`src/rtl/ctr_cnt_gen_pkg.sv`:
```
// Shared helpers and state encoding for the ctr_cnt_gen / ctr_cnt_dec pair.
// Both blocks size and compare the count bus with the same functions.
package ctr_cnt_gen_pkg;

  typedef enum logic [1:0] {
    ST_IDLE = 2'd0,
    ST_RUN  = 2'd1,
    ST_HOLD = 2'd2
  } state_e;

  // Bits needed to hold the unsigned value val (at least 1).
  function automatic int bitWidthCal(input int val);
    int w;
    w = 1;
    while ((64'd1 << w) <= 64'(val)) w++;
    return w;
  endfunction

  function automatic int val2En(input int val);
    return (val != 0) ? 1 : 0;
  endfunction

endpackage

```
`src/rtl/ctr_cnt_gen.sv`:
```
// Run-length count generator feeding ctr_cnt_dec.in: sweeps FIRST..LAST once
// or repeatedly, with pause, abort and done/wrap signalling.
module ctr_cnt_gen
  import ctr_cnt_gen_pkg::*;
#(
  parameter string OUTTER_NAME  = "",
  parameter string MODULE_NAME  = "ctr_cnt_gen",
  parameter int    CNT_VAL      = 1024,
  parameter int    ZERO_VAL_EN  = 0,
  parameter int    AUTO_RESTART = 0
) (
  input  logic clk,
  input  logic rst,
  input  logic start,
  input  logic pause,
  input  logic clear,
  output logic [bitWidthCal(CNT_VAL + val2En(ZERO_VAL_EN))-1:0] cnt,
  output logic busy,
  output logic hold,
  output logic first,
  output logic last,
  output logic wrap,
  output logic done
);

  localparam int ZE    = val2En(ZERO_VAL_EN);
  localparam int CNT_W = bitWidthCal(CNT_VAL + ZE);

  // IDLE_VAL sits outside FIRST..LAST so the decoder output is all-zero when idle.
  localparam logic [CNT_W-1:0] FIRST    = CNT_W'(1 - ZE);
  localparam logic [CNT_W-1:0] LAST     = CNT_W'(CNT_VAL - ZE);
  localparam logic [CNT_W-1:0] IDLE_VAL = CNT_W'(ZE * CNT_VAL);

  if (CNT_VAL < 2) begin : g_bad_cnt_val
    $error("%s.%s: CNT_VAL=%0d must be at least 2", OUTTER_NAME, MODULE_NAME, CNT_VAL);
  end

  state_e           state_q, state_d;
  logic [CNT_W-1:0] cnt_q, cnt_d;
  logic             busy_q, busy_d;
  logic             hold_q, hold_d;
  logic             first_q, first_d;
  logic             last_q, last_d;
  logic             wrap_q, wrap_d;
  logic             done_q, done_d;

  always_comb begin
    state_d = state_q;
    cnt_d   = cnt_q;
    wrap_d  = 1'b0;
    done_d  = 1'b0;
    if (clear) begin
      state_d = ST_IDLE;
      cnt_d   = IDLE_VAL;
    end else begin
      unique case (state_q)
        ST_IDLE: begin
          cnt_d = IDLE_VAL;
          if (start) begin
            state_d = ST_RUN;
            cnt_d   = FIRST;
          end
        end
        ST_RUN: begin
          if (pause) begin
            state_d = ST_HOLD;
          end else if (cnt_q == LAST) begin
            if (AUTO_RESTART != 0) begin
              cnt_d  = FIRST;
              wrap_d = 1'b1;
            end else begin
              state_d = ST_IDLE;
              cnt_d   = IDLE_VAL;
              done_d  = 1'b1;
            end
          end else begin
            cnt_d = cnt_q + CNT_W'(1);
          end
        end
        ST_HOLD: begin
          // Resume without stepping so the frozen value still gets its unpaused cycle.
          if (!pause) state_d = ST_RUN;
        end
        default: begin
          state_d = ST_IDLE;
          cnt_d   = IDLE_VAL;
        end
      endcase
    end

    busy_d  = (state_d != ST_IDLE);
    hold_d  = (state_d == ST_HOLD);
    first_d = busy_d && (cnt_d == FIRST);
    last_d  = busy_d && (cnt_d == LAST);
  end

  always_ff @(posedge clk) begin
    if (rst) begin
      state_q <= ST_IDLE;
      cnt_q   <= IDLE_VAL;
      busy_q  <= 1'b0;
      hold_q  <= 1'b0;
      first_q <= 1'b0;
      last_q  <= 1'b0;
      wrap_q  <= 1'b0;
      done_q  <= 1'b0;
    end else begin
      state_q <= state_d;
      cnt_q   <= cnt_d;
      busy_q  <= busy_d;
      hold_q  <= hold_d;
      first_q <= first_d;
      last_q  <= last_d;
      wrap_q  <= wrap_d;
      done_q  <= done_d;
    end
  end

  assign cnt   = cnt_q;
  assign busy  = busy_q;
  assign hold  = hold_q;
  assign first = first_q;
  assign last  = last_q;
  assign wrap  = wrap_q;
  assign done  = done_q;

endmodule

```
`config.mk`:
```
export PLATFORM = sky130hd
export DESIGN_NAME = ctr_cnt_gen
export DESIGN_NICKNAME = d
export VERILOG_FILES = /design/src/rtl/ctr_cnt_gen_pkg.sv /design/src/rtl/ctr_cnt_gen.sv
export SDC_FILE = /design/constraint.sdc
export NUM_CORES = 1
export LEC_CHECK = 0
export CELL_PAD_IN_SITES_DETAIL_PLACEMENT = 1
export CELL_PAD_IN_SITES_GLOBAL_PLACEMENT = 2
export CORE_MARGIN = 2
export CORE_UTILIZATION = 27
export CTS_CLUSTER_DIAMETER = 60
export DETAILED_ROUTE_END_ITERATION = 12
export PLACE_DENSITY = 0.72
export SETUP_SLACK_MARGIN = 0.02
export SYNTH_ARGS = -nofsm -noshare
export SYNTH_HDL_FRONTEND = slang
export SYNTH_SLANG_ARGS = --single-unit
```
`constraint.sdc`:
```
create_clock -name clk -period 2.08 [get_ports clk]
set_input_delay 0.208 -clock clk [delete_from_list [all_inputs] [get_ports clk]]
set_output_delay 0.208 -clock clk [all_outputs]
set_load 0.05 [all_outputs]
```
==> results.md <==
- Run status: completed
- Core footprint: 0.00429 mm^2
- IO Port Bufs: 20
- Fin. max-slew vios: 0
- Die Y: 70.5 um
- Full die area: 0.00497 mm^2
- Syn. warnings: 0
- Mapped Area: 0.00119 mm^2
- Seq pwr share: 49.3%
- First-pass GRT wire length: 6420 um
- Bufs and invs on worst path: 1
- NetSw: 0.196 mW
- Leak Pwr: 0.569 nW
- Vias per cell: 5.27
- Hold_buf cts: 0
- CTS clock-pin slew for the worst setup and hold paths: 0.08 ns
- Die W: 70.5 um
- Sequential-to-total area share from yosys stat: 30.2%
- Area fraction of the dominant cell type after synthesis: 30.2%
- Antenna-violating nets left: 0
- Final worst clock skew: 0.00215 ns
- Worst hold path type: in -> reg
- WP data required: 1.87 ns
- CTS tree: yes
- Routed WL: 3940 um
- Synth-to-Final Area Change: 36.0%
- Netlist cell types: 52
- Dpl cell area: 0.00152 mm^2
- I/O pin count: 22
- CP max FO: 10
- Vias: 1227
- Clk buf depth: 2
- Yosys reg bits: 18
- Clock latency at the later pin of the worst-skew pair: 0.26 ns
- Hold Violations, Final: 0
- WL/cell: 16.9 um
- N_diodes: 0
- Clock share of power: 37.7%
- Total track usage: 16.5%
- Clock sinks: 18
- Maximum VDD drop: 0.201 mV
- Initial Utilization: 27.8%
- Crit path max-delay family: buffers and inverters
- Asr flop ratio synth: 0%
- Worst-Margin Slew: 0.513 ns
- Layout cells sized above 1: 21.5%
- Drt first pass iters: 4
- HPWL Detailed: 2880 um
- Layout Nets: 189
- Synth Instances: 149
- Fmax: 515 MHz
- Ys flop type: dfxtp_1
- Internal power: 0.516 mW
- Largest net degree at the start of global routing: 16
- Top post-synthesis cells by count: 18 x dfxtp_1, 15 x a21oi_1, 15 x nor2_1
- Std cell rows: 24
- Design area: 0.00163 mm^2
- Most area-hungry cell type in the Yosys netlist: dfxtp_1
- Most frequent cell after synthesis: dfxtp_1
- Comb pwr share: 12.9%
- Tcrit/Tclk final: 93.4%
- Setup CP Type: reg -> out
- Max-cap violations: 0
- Critical-path cell list: clkdlybuf4s50_1
- Ranking of synthesized cells by area: dfxtp_1 30%, a21oi_1 6.3%, nor2_1 4.7%
- Critical path's slowest cell: clkdlybuf4s50_1
- Initial antenna violation count: 0
- Startpoint types: register
- Worst setup EP type: output pin
- Post-layout min period: 1.94 ns
- Power Dens Cells: 438 mW/mm^2
- Post-route worst setup slack: 0.138 ns
- Avg Synthesized Cell Area: 8.02 um^2
- Placement Setup Slack: -0.0436 ns
- Number of synthesized flops with an enable pin: 0
- GP Congestion: 0.817
- RSZ-0062 raised after global routing: false
- Hold Slack: 0.500 ns
- Fillers: 525
- TritonCTS buffer count: 3
- Overflow after GRT: 0
- Switching portion of total power: 27.5%
- Worst EP arrival: 1.73 ns
- Final setup viols: 0
- Slowest stage delay, CP: 0.89 ns
- Remaining DRCs: 0
- H-Tree Depth: 1
- Vias in the first global route: 1253
- CTS root buffer: clkbuf_8
- First DRT Iteration DRCs: 30
- Rel. slew slack: 65.7%
- Fin Setup TNS: 0 ns
- Syn Nets: 156
per-stage QoR:
stage | utilization [%] | power [mW] | cells
after floorplan | - | 0.416 | 149
after global placement | 35.4 | 0.445 | 226
after detailed placement | 35.4 | 0.446 | 226
after CTS | 36.4 | 0.717 | 230
after global routing | 37.8 | 0.747 | 233
final | 37.8 | 0.712 | 233
layer usage:
layer / share of wire (%) / vias up / global-route usage, %
met5: 0 / - / 0
li1: - / 612 / -
met4: 0.81 / 0 / 3.85
met1: 46 / 597 / 21.6
met3: 2.2 / 4 / 3.75
met2: 51 / 14 / 27.6
area by class of cell:
type | instances | area [um^2] | area share, %
inverters | 7 | 26.3 | 1.62
multi-input cells | 114 | 783 | 48.2
repair buffers | 38 | 335 | 20.6
clock inverters | 1 | 3.75 | 0.231
well taps | 52 | 65.1 | 4.00
flip-flops and latches | 18 | 370 | 22.8
clock buffers | 3 | 41.3 | 2.54
power by group through the flow:
stage               Combinational (mW)  Clock [mW]  Sequential [mW]
floorplan                       0.0500           0            0.366
global placement                0.0848           0            0.360
detailed placement              0.0858           0            0.360
CTS                             0.0865       0.278            0.352
global route                    0.0995       0.295            0.352
finish                          0.0922       0.269            0.351
logic make-up after synthesis:
logic type | share of synthesized area [%]
simple gates | 32.8
compound gates | 24.8
flops | 30.2
buf+inv | 7.54
fa+ha+maj | 2.09
xor+xnor | 1.47
other cells | 0.314
mux | 0.838
registers in the layout, summed over array words and instances (netlist names):
register and cells:
cnt 11, state_q 2, busy 1, done 1, first 1, hold 1
last 1
final timing paths:
kind         endpoint  cells past startpoint    from  slack, ns
max            cnt[6]                      1  cnt[6]       0.14
min            cnt[0]                      2     rst       0.50
max reg2reg      last                      7  cnt[0]       0.15
min reg2reg    cnt[9]                      2  cnt[9]       0.52
layout by cell type (no fill, tap or decap), types with 3 or more instances in the layout:
cell type and instances:
clkbuf_8 3, nand3_1 4, dfxtp_1 14, clkdlybuf4s50_1 20, nand2_1 11, o21ai_0 10, inv_1 6, a21oi_1 15
and4b_1 4, buf_4 18, nor2_1 15, nand4_1 3, or3_1 3, nand2b_1 3
what timing repair did:
item                       4_1_cts  5_1_grt
buffers inserted                 0        3
setup endpoints to repair        0        5
gates resized for setup          0        8
Power figures use the tool's default switching activity.
